<file path="config.mk">
export PLATFORM = sky130hd
export DESIGN_NAME = fdiv_seq_flat
export DESIGN_NICKNAME = d
export VERILOG_FILES = /design/src/rtl/fdiv_seq_if.sv /design/src/rtl/fdiv_seq.sv /design/src/flat_wrapper.sv
export SDC_FILE = /design/constraint.sdc
export NUM_CORES = 1
export LEC_CHECK = 0
export CAP_MARGIN = 10
export CORE_MARGIN = 2
export CORE_UTILIZATION = 60
export DETAILED_ROUTE_END_ITERATION = 16
export HOLD_SLACK_MARGIN = 0.02
export PLACE_DENSITY = 0.86
export SYNTH_ARGS = -nofsm -noshare
export SYNTH_HDL_FRONTEND = slang
export SYNTH_SLANG_ARGS = --single-unit
</file>
<file path="constraint.sdc">
create_clock -name clk -period 6.3 [get_ports clk]
set_input_delay 0.945 -clock clk [delete_from_list [all_inputs] [get_ports clk]]
set_output_delay 0.945 -clock clk [all_outputs]
set_load 0.05 [all_outputs]
</file>
<file path="src/rtl/fdiv_seq_if.sv">
// Handshake and operand/result bundle for the sequential FP divider fdiv_seq.
// The issue side (master) drives operands and start. The divider (slave) returns the result and flags.
interface fdiv_seq_if;
  logic [31:0] x1;
  logic [31:0] x2;
  logic        start;
  logic        ready;
  logic        done;
  logic [31:0] y;
  logic        ovf;
  logic        zdiv;

  modport master (output x1, x2, start, input ready, done, y, ovf, zdiv);
  modport slave  (input x1, x2, start, output ready, done, y, ovf, zdiv);
endinterface

</file>
<file path="src/rtl/fdiv_seq.sv">
// Sequential single-precision divider: restoring radix-2 mantissa division, fixed 28-cycle latency.
// Optional macro FDIV_ROUND_EN selects round-to-nearest-even; default build truncates.
module fdiv_seq (
  input logic       clk,
  input logic       rstn,
  fdiv_seq_if.slave bus
);
  typedef enum logic [1:0] {IDLE, DIV, NORM} state_e;

  state_e             state_q;
  logic [4:0]         cnt_q;
  logic               sign_q;
  logic               e1_zero_q, e2_zero_q;
  logic signed [9:0]  ye0_q;
  logic [23:0]        m2_q;
  logic [25:0]        rem_q;
  logic [25:0]        q_q;
  logic [31:0]        y_q;
  logic               ovf_q, zdiv_q, done_q, ready_q;

  // One restoring step: compare, conditionally subtract.
  logic               q_bit;
  logic [24:0]        rem_sub;

  // NOTE: every always_comb output is assigned at the top so no path leaves it unassigned (no latch).
  always_comb begin
    q_bit   = (rem_q >= {2'b00, m2_q});
    rem_sub = q_bit ? 25'(rem_q - {2'b00, m2_q}) : rem_q[24:0];
  end

  logic [22:0]        mant_raw;
  logic [23:0]        mant_rnd;
  logic signed [9:0]  ye_norm, ye_fin;
  logic [31:0]        y_d;
  logic               ovf_d, zdiv_d;
`ifdef FDIV_ROUND_EN
  logic               rnd_bit, sticky;
`endif

  always_comb begin
    if (q_q[25]) begin
      mant_raw = q_q[24:2];
      ye_norm  = ye0_q;
    end else begin
      mant_raw = q_q[23:1];
      ye_norm  = ye0_q - 10'sd1;
    end
`ifdef FDIV_ROUND_EN
    rnd_bit  = q_q[25] ? q_q[1] : q_q[0];
    sticky   = (q_q[25] & q_q[0]) | (rem_q != '0);
    mant_rnd = {1'b0, mant_raw} + {23'd0, rnd_bit & (sticky | mant_raw[0])};
`else
    mant_rnd = {1'b0, mant_raw};
`endif
    // A rounding carry-out leaves the mantissa field at zero and bumps the exponent.
    ye_fin = ye_norm + $signed({9'd0, mant_rnd[23]});

    y_d    = {sign_q, ye_fin[7:0], mant_rnd[22:0]};
    ovf_d  = 1'b0;
    zdiv_d = 1'b0;
    if (e2_zero_q) begin
      zdiv_d = 1'b1;
      y_d    = {sign_q, 8'hFF, 23'd0};
    end else if (e1_zero_q) begin
      y_d    = {sign_q, 31'd0};
    end else if (ye_fin >= 10'sd255) begin
      ovf_d  = 1'b1;
      y_d    = {sign_q, 8'hFF, 23'd0};
    end else if (ye_fin <= 10'sd0) begin
      y_d    = {sign_q, 31'd0};
    end
  end

  // NOTE: state registers use non-blocking assignments so every flop samples pre-edge values.
  always_ff @(posedge clk or negedge rstn) begin
    if (!rstn) begin
      state_q   <= IDLE;
      cnt_q     <= '0;
      sign_q    <= 1'b0;
      e1_zero_q <= 1'b0;
      e2_zero_q <= 1'b0;
      ye0_q     <= '0;
      m2_q      <= '0;
      rem_q     <= '0;
      q_q       <= '0;
      y_q       <= '0;
      ovf_q     <= 1'b0;
      zdiv_q    <= 1'b0;
      done_q    <= 1'b0;
      ready_q   <= 1'b1;
    end else begin
      done_q <= 1'b0;
      case (state_q)
        IDLE: begin
          if (bus.start) begin
            sign_q    <= bus.x1[31] ^ bus.x2[31];
            e1_zero_q <= (bus.x1[30:23] == 8'd0);
            e2_zero_q <= (bus.x2[30:23] == 8'd0);
            ye0_q     <= $signed({2'b00, bus.x1[30:23]}) - $signed({2'b00, bus.x2[30:23]})
                         + 10'sd127;
            m2_q      <= {1'b1, bus.x2[22:0]};
            rem_q     <= {2'b01, bus.x1[22:0]};
            q_q       <= '0;
            cnt_q     <= '0;
            ready_q   <= 1'b0;
            state_q   <= DIV;
          end
        end
        DIV: begin
          q_q   <= {q_q[24:0], q_bit};
          rem_q <= {rem_sub, 1'b0};
          cnt_q <= cnt_q + 5'd1;
          if (cnt_q == 5'd25) state_q <= NORM;
        end
        NORM: begin
          y_q     <= y_d;
          ovf_q   <= ovf_d;
          zdiv_q  <= zdiv_d;
          done_q  <= 1'b1;
          ready_q <= 1'b1;
          cnt_q   <= '0;
          state_q <= IDLE;
        end
        default: begin
          ready_q <= 1'b1;
          state_q <= IDLE;
        end
      endcase
    end
  end

  assign bus.ready = ready_q;
  assign bus.done  = done_q;
  assign bus.y     = y_q;
  assign bus.ovf   = ovf_q;
  assign bus.zdiv  = zdiv_q;
endmodule

</file>
<file path="src/flat_wrapper.sv">
// flat-port wrapper written by rule: the top's interface ports become plain ports
module fdiv_seq_flat 
  (clk, rstn, bus_x1, bus_x2, bus_start, bus_ready, bus_done, bus_y, bus_ovf, bus_zdiv);
  fdiv_seq_if bus_i ();
  input logic clk;
  input logic rstn;
  input wire logic [$bits(bus_i.x1)-1:0] bus_x1;
  input wire logic [$bits(bus_i.x2)-1:0] bus_x2;
  input wire logic [$bits(bus_i.start)-1:0] bus_start;
  output wire logic [$bits(bus_i.ready)-1:0] bus_ready;
  output wire logic [$bits(bus_i.done)-1:0] bus_done;
  output wire logic [$bits(bus_i.y)-1:0] bus_y;
  output wire logic [$bits(bus_i.ovf)-1:0] bus_ovf;
  output wire logic [$bits(bus_i.zdiv)-1:0] bus_zdiv;
  assign bus_i.x1 = bus_x1;
  assign bus_i.x2 = bus_x2;
  assign bus_i.start = bus_start;
  assign bus_ready = bus_i.ready;
  assign bus_done = bus_i.done;
  assign bus_y = bus_i.y;
  assign bus_ovf = bus_i.ovf;
  assign bus_zdiv = bus_i.zdiv;
  fdiv_seq u_core (.clk(clk), .rstn(rstn), .bus(bus_i));
endmodule
</file>
==> impl_metrics.toml, run 1 <==
[floorplanning]
core_area_mm2 = 0.0125
rows = 41
die_h_um = 117
ios = 103
initial_utilization_pct = 61.0
die_w_um = 117
die_area_mm2 = 0.0136

[global_route]
grt_max_degree = 88
grt_pass1_vias = 6405
grt_pass1_wl_um = 30500
grt-ovfl-total = 0
antenna_found_initial = 0
gr-usage-all-layers_pct = 28.8

[cts]
numCtsBuffers = 17
postCtsResizedCells = 0
htreeDepth = 4
clk_latency_ns = 0.43
ctsHoldBuffers = 0
cts_setup_buffers = 0
clk_pin_slew_ns = 0.06
cts_buffer_depth = 2
cts_tree = "done"
clock-sinks = 132
cts-root-buf = "clkbuf_16"

[synth]
async_flop_share_pct = 100
synth.top_cell.area_share_pct = 43.0
yosysUniqueCellTypes = 66
synth_flop_cell = "dfrtp_1"
synth_edf_count = 0
syn_area_mm2 = 0.00763
synth_top_area_cell = "dfrtp_1"
syn_avg_cell_area_um2 = 9.23
syn_nets = 932
synth_area_leaders = "dfrtp_1 43%, ha_1 5.9%, nand2_1 5.9%"
ys_seq_elements = 132
yosysSeqAreaShare_pct = 43.3
syn_inst = 827
ys.warnings.count = 0

[routing]
drt.antenna.violating_nets = 0
vias = 6559
viasPerCell = 5.96
initialDrtViolationCount = 567
remaining_drc_errors = 0
drtPass1Iterations = 5
wl_um = 18300
wl_per_cell_um = 16.7

[run_status]
status = "finished clean"

[power_and_ir_drop]
power-per-cell-area_mw_per_mm2 = 591
p_leak_uw = 0.00410
vdd_ir_drop_max_mv = 0.350

[sta]
drv_slew = 0
max_slew_margin_pct = 25.6
timing.setup.tns_ns = 0
min_period_ns = 3.90
rsz0062_at_grt = "no"
worst_slack_ns = 2.40
hold_slack_ns = 0.471
fin_crit_sh_pct = 61.9
worst_pin_slew_ns = 1.12
hold_viol_final = 0
finClkSkew_ns = 0.00863
max_freq_ghz = 0.256
report.final.setup_viol = 0

[setup_path]
cp.required_ns = 6.62
startpoint_type = "register"
path_class = "register to register"
cp_max_fo = 23
arrival_ns = 4.22
cp-end-kind = "register"

[final_layout]
fin_area_mm2 = 0.00934
fin_cells = 1100
drive_gt1_share_pct = 7.76
syn2layout_area_growth_pct = 22.4
fin_nets = 1020
antenna_cells = 0

[place]
dp_hpwl_um = 12300
dp_slack_ns = 2.51
routabilityCongestion = 0.906
port_buffers = 102
dpl_cell_area_mm2 = 0.00876
dp_cells = 1068

[min_path]
holdCritPathClass = "register to register"

[flow_run]
cap_violations = 0
## cell families (layout without fill, tap and decap cells)
logic type               after synthesis  in the layout  synth area share (%)
XOR/XNOR                              38             38                  4.36
AND/OR/NAND/NOR                      241            241                  14.8
buffers and inverters                 89            190                  4.80
flip-flops                           132            132                  43.3
AO/OA/AOI/OAI                        257            257                  22.1
multiplexers                          32             32                  4.20
adder cells (fa/ha/maj)               38             38                  6.43
## area by class of cell
cell class	count	area [µm²]
multi-input cells	606	3990
well taps	172	215
fillers	922	3180
repair buffers	109	1070
clock inverters	13	148
clock buffers	19	433
flip-flops and latches	132	3300
inverters	49	184
## where the power goes
part           leakage, µW  total [µW]  switching, µW  internal [µW]
Combinational      0.00217        3030           1780           1250
Clock             0.000271         982            394            587
Sequential         0.00165        1500            294           1210
Total              0.00410        5520           2470           3040
## per-stage QoR
step	util (%)	power, µW
2_1_floorplan	-	3740
3_3_place_gp	70.0	4340
3_5_place_dp	70.0	4430
4_1_cts	74.6	5470
5_1_grt	74.6	5920
6_report	74.6	5520
## per-layer routing
layer  vias to the layer above  part of all wire, %  track usage [%]
met5                         -                    0                0
met4                         0                  3.4             13.6
met3                        64                  6.0             5.19
met2                       278                   47             46.1
met1                      3088                   43             38.2
li1                       3129                    -                -
## synthesized netlist by cell type (all sizes together), types with 4 or more instances
master,number
xor2,16
nand2b,6
ha,36
a21oi,43
nand2,120
nor4,8
or3,6
mux2i,32
o21ai,107
a22oi,9
a22o,27
o31ai,4
buf,10
clkbuf,30
o21a,5
xnor2,22
a31oi,10
nand3,15
nand4,7
inv,49
nor2b,8
nor3b,4
nor2,39
a21o,11
dfrtp,131
o211ai,7
and3,4
nor3,11
o22ai,10
## final timing paths
kind | to | cells after the start | slack [ns] | start
worst max-delay path | u_core.rem_q[24] | 11 | 2.40 | u_core.rem_q[0]
worst min-delay path | u_core.m2_q[23] | 2 | 0.47 | u_core.m2_q[23]
worst max register to register | u_core.rem_q[24] | 11 | 2.40 | u_core.rem_q[0]
worst min register to register | u_core.m2_q[23] | 2 | 0.47 | u_core.m2_q[23]
max in group asynchronous | u_core.rem_q[16] | 2 | 4.38 | rstn
min in group asynchronous | u_core.bus.y[14] | 1 | 0.72 | rstn
## state kept, by name, indices dropped and copies added, names as in the netlist
signal            count
u_core.bus.zdiv       1
u_core.ye0_q         10
u_core.state_q        2
u_core.sign_q         1
u_core.bus.ready      1
u_core.e1_zero_q      1
u_core.rem_q         26
u_core.m2_q          24
u_core.bus.y         32
u_core.cnt_q          5
u_core.e2_zero_q      1
u_core.bus.ovf        1
u_core.q_q           26
u_core.bus.done       1
## critical path: stages, from the launching register on
cell      delay [ns]
dfrtp_1         0.34
inv_1           0.06
ha_1            0.21
fa_1            0.40
nor2b_1         0.18
o31ai_1         0.12
a21oi_1         0.21
o21ai_1         0.15
a21oi_1         0.65
or2_1           0.95
nand2_1         0.27
o221ai_1        0.25
## placed cells by master (no fill, tap or decap), types with 11 or more instances in the layout
| master | count |
|---|---|
| dfrtp_1 | 131 |
| nand2_1 | 120 |
| clkdlybuf4s50_1 | 101 |
| o21ai_0 | 65 |
| inv_1 | 49 |
| a21oi_1 | 43 |
| nor2_1 | 38 |
| ha_1 | 36 |
| mux2i_1 | 32 |
| a22o_1 | 27 |
| xnor2_1 | 22 |
| o21ai_1 | 21 |
| o21ai_2 | 20 |
| clkbuf_16 | 17 |
| xor2_1 | 16 |
| nand3_1 | 15 |
| a21o_1 | 11 |
Note: power is estimated with default switching activity, not from simulation.
==> inputs of run 2 (changes only) <==
CORE_UTILIZATION = 56   (was 60)
PLACE_DENSITY = 0.81   (was 0.86)
clock period = 3.6 ns   (was 6.3 ns; I/O delays follow)
==> run 2 against run 1 <==
  * Clock power increased by 82%
  * Largest power group unchanged
  * Via count is 0.88% lower
  * Critical path depth is 1 lower
==> impl_metrics.toml, run 2 (same netlist as run 1, synthesis figures left out) <==
[run_status]
status = "finished clean"

[sta]
finClkSkew_ns = 0.00814
max_freq_ghz = 0.334
fin_crit_sh_pct = 83.3
max_slew_margin_pct = 41.0
min_period_ns = 3.00
hold_viol_final = 0
worst_slack_ns = 0.602
worst_pin_slew_ns = 0.885
report.final.setup_viol = 0
timing.setup.tns_ns = 0
drv_slew = 0
rsz0062_at_grt = "no"

[cts]
cts_setup_buffers = 0
clk_latency_ns = 0.42
clk_pin_slew_ns = 0.06
cts-root-buf = "clkbuf_16"
numCtsBuffers = 17
postCtsResizedCells = 0
clock-sinks = 132
htreeDepth = 4
ctsHoldBuffers = 0
cts_tree = "done"
cts_buffer_depth = 2

[power_and_ir_drop]
power.switching_fraction_pct = 43.5
clkPwrFrac_pct = 18.5
power-per-cell-area_mw_per_mm2 = 1020
vdd_ir_drop_max_mv = 0.667
p_switching_uw = 4220
p_leak_uw = 0.00417
p_int_uw = 5470
seq_power_share_pct = 27.1
comb_power_share_pct = 54.4

[global_route]
gr-usage-all-layers_pct = 26.1
grt_busiest_layer = "met2"
grt_max_degree = 69
met3_usage_pct = 5.61
grt-ovfl-total = 0
grt_pass1_vias = 6262
use_met2_pct = 40.3
gr-usage-met1_pct = 35.9
antenna_found_initial = 0
grt_pass1_wl_um = 30100

[floorplanning]
die_area_mm2 = 0.0146
initial_utilization_pct = 57.4
ios = 103
core_area_mm2 = 0.0133
die_w_um = 121
die_h_um = 121
rows = 42

[setup_path]
arrival_ns = 3.28
cp_max_fo = 9
startpoint_type = "register"
cp.required_ns = 3.88
path_class = "register to register"
cp-end-kind = "register"
reg2reg_depth = 10

[final_layout]
largest_reg_flops = 32
drive_gt1_share_pct = 8.85
layout_common_cells = "131 x dfrtp_1, 120 x nand2_1, 101 x clkdlybuf4s50_1"
final_common_cell = "dfrtp_1"
antenna_cells = 0
fin_nets = 1030
syn2layout_area_growth_pct = 23.9

[flow_run]
cap_violations = 0

[place]
port_buffers = 102
dp_hpwl_um = 12300
routabilityCongestion = 0.889
dp_slack_ns = 0.374

[routing]
remaining_drc_errors = 0
viasPerCell = 5.84
wl_um = 17900
drtPass1Iterations = 5
vias = 6501
drt.antenna.violating_nets = 0
wl_per_cell_um = 16.1
initialDrtViolationCount = 556

[min_path]
holdCritPathClass = "input port to async pin"
[run 2: metrics by stage]
stage	utilization, %	total power, µW	instances	cell area, µm²	hold slack (ns)
after floorplan	-	6550	827	7630	0.244
after global placement	66.5	7630	1082	8840	0.435
after detailed placement	66.5	7780	1082	8840	0.436
after CTS	71.1	9640	1114	9460	0.264
after global routing	71.1	10400	1114	9460	0.299
final	71.1	9690	1114	9460	0.223
[run 2: final timing paths]
kind	endpoint	slack [ns]	from
min in group clk	u_core.m2_q[23]	0.45	u_core.m2_q[23]
max in group asynchronous	u_core.rem_q[0]	2.41	rstn
min	u_core.bus.y[14]	0.22	rstn
min reg2reg	u_core.m2_q[23]	0.45	u_core.m2_q[23]
max	u_core.rem_q[5]	0.60	u_core.rem_q[2]
max reg2reg	u_core.rem_q[5]	0.60	u_core.rem_q[2]
[run 2: power groups by stage]
stage	clock network, µW	logic [µW]	registers (µW)
final	1790	5270	2630
after global routing	1890	5860	2700
after CTS	1810	5230	2610
after detailed placement	0	5160	2620
after floorplan	0	3890	2670
after global placement	0	5030	2600
[run 2: routing by layer]
| layer | up-vias | part of all wire, % | routed length [µm] |
|---|---|---|---|
| met5 | - | 0 | 0 |
| met4 | 0 | 2.7 | 476 |
| met3 | 45 | 4.8 | 867 |
| met2 | 196 | 47 | 8450 |
| met1 | 3115 | 45 | 8100 |
| li1 | 3145 | - | - |
[run 2: worst max-delay path, stage by stage (launching register included)]
cell     delay (ns)
dfrtp_1        0.40
ha_1           0.37
nor2b_1        0.17
o31ai_1        0.39
a21oi_1        0.16
o21ai_1        0.31
a21oi_1        0.13
or2_1          0.39
buf_4          0.25
a31oi_1        0.20
a21oi_1        0.09
[run 2: final cells by class]
type | instances | area, µm²
multi-input cells | 606 | 3990
fillers | 1028 | 3840
flip-flops and latches | 132 | 3300
repair buffers | 119 | 1150
clock buffers | 19 | 443
well taps | 176 | 220
inverters | 49 | 184
clock inverters | 13 | 174
==> inputs of run 3 (changes only) <==
CORE_UTILIZATION = 50   (was 56)
PLACE_DENSITY = 0.77   (was 0.81)
clock period = 2.7 ns   (was 3.6 ns; I/O delays follow)
==> run 3 against run 2 <==
  * Final area up 5.5%
  * Sequential cell count stayed put
  * Sequential share of layout area shrank 1.8 points
  * Hold slack better by 0.25 ns
==> impl_metrics.toml, run 3 (same netlist as run 1, synthesis figures left out) <==
[setup_path]
r2r_slack_ns = 0.1
r2r_end = "u_core.rem_q[24]"
cp-end-kind = "register"
r2r-start = "u_core.rem_q[12]"
startpoint = "u_core.rem_q[12]"
arrival_ns = 2.88
worstSetupEndpoint = "u_core.rem_q[24]"
path_class = "register to register"
cp.required_ns = 2.98
startpoint_type = "register"
cp_max_fo = 3
reg2reg_depth = 9

[power_and_ir_drop]
p_total_uw = 13900
vdd_ir_drop_max_mv = 0.860
power-per-cell-area_mw_per_mm2 = 1400
p_leak_uw = 0.00440

[cts]
cts_buffer_depth = 2
cts-root-buf = "clkbuf_16"
clock-sinks = 132
numCtsBuffers = 17
htreeDepth = 4
clk_pin_slew_ns = 0.06
cts_tree = "done"
clk_latency_ns = 0.42

[global_route]
grt_pass1_wl_um = 30600
met3_usage_pct = 4.31
grt_pass1_vias = 6342
gr-usage-met1_pct = 31.3
grt_busiest_layer = "met2"
antenna_found_initial = 0
grt-ovfl-total = 0
grt_max_degree = 55
use_met2_pct = 38.6
gr-usage-all-layers_pct = 23.4

[floorplanning]
initial_utilization_pct = 50.8
die_area_mm2 = 0.0163
die_w_um = 128
core_area_mm2 = 0.0150
ios = 103
rows = 45
die_h_um = 128

[sta]
min_period_ns = 2.60
rsz0062_at_grt = "yes"
worst_pin_slew_ns = 0.559
fin_crit_sh_pct = 96.4
finClkSkew_ns = 0.00589
report.final.setup_viol = 0
hold_slack_ns = 0.473
max_freq_ghz = 0.384
drv_slew = 0
hold_viol_final = 0
max_slew_margin_pct = 62.6
worst_slack_ns = 0.0972

[flow_run]
cap_violations = 0

[routing]
drtPass1Iterations = 7
vias = 6584
drt.antenna.violating_nets = 0
remaining_drc_errors = 0
wl_um = 18400
wl_per_cell_um = 15.8
viasPerCell = 5.66
initialDrtViolationCount = 408

[place]
routabilityCongestion = 0.957
port_buffers = 102
dp_hpwl_um = 13000
dp_slack_ns = -0.321

[final_layout]
largest_reg_flops = 32
multiInputGateArea_mm2 = 0.00412
final_common_cell = "dfrtp_1"
fin_nets = 1067
drive_gt1_share_pct = 14.6
fin_util_pct = 66.4
layout_common_cells = "131 x dfrtp_1, 120 x nand2_1, 101 x clkdlybuf4s50_1"
syn2layout_area_growth_pct = 30.7
antenna_cells = 0
fillCellCount = 1175
seq_area_mm2 = 0.00330

[run_status]
status = "finished clean"

[min_path]
holdCritPathClass = "register to register"
run 3: cell count changes in the layout (fill, tap and decap cells not counted), sizes merged:
cell         before  now
clkinv            4    3
dlygate4sd3       0    1
clkbuf           19   20
inv              52   50
bufinv            3    5
buf              18   54
run 3: power breakdown:
part,internal [µW],total (µW),switching [µW]
logic,3560,7910,4350
clock network,1710,2570,862
registers,2820,3450,635
run 3: layout make-up:
type | count | area share (%)
clock inverters | 12 | 2.01
repair buffers | 156 | 14.7
multi-input cells | 606 | 41.3
clock buffers | 20 | 4.68
inverters | 49 | 1.84
well taps | 188 | 2.36
flip-flops and latches | 132 | 33.1
run 3: per-layer routing:
layer,vias to the layer above,wire [µm]
met5,-,0
li1,3233,-
met3,35,820
met1,3125,8250
met4,0,344
met2,191,8970
run 3: worst min-delay path by stage:
stage                     startpoint          endpoint  slack (ns)  depth (start not counted)
finish               u_core.bus.y[9]   u_core.bus.y[9]        0.47                          2
global placement                rstn  u_core.bus.y[13]        0.41                          1
floorplan                       rstn   u_core.bus.done        0.11                          0
global route         u_core.bus.y[9]   u_core.bus.y[9]        0.49                          2
detailed placement              rstn  u_core.bus.y[14]        0.41                          1
CTS                 u_core.bus.y[28]  u_core.bus.y[28]        0.47                          2
run 3: worst max-delay path, stage by stage, from the launching register on:
cell      delay, ns
dfrtp_1        0.40
ha_1           0.35
a21oi_2        0.18
o21ai_2        0.11
nor4_4         0.34
nor2_2         0.09
a311o_1        0.36
a221oi_2       0.28
mux2i_1        0.23
o221ai_1       0.13
run 3: repair_timing:
action / in CTS / in global routing
buffers inserted: 0 / 2
resized for setup: 4 / 22
pin swaps: 0 / 5
endpoints found under the setup margin: 4 / 50
hold buffers: 1 / 0
hold endpoints to repair: 38 / 0
run 3: per-stage QoR:
step                      setup TNS (ns)  instances  area (µm²)
after floorplan                        0        827        7630
after global placement            -0.792       1128        9150
after detailed placement           -1.09       1128        9150
after CTS                        -0.0110       1161        9840
after global routing              -0.202       1163        9980
final                                  0       1163        9980
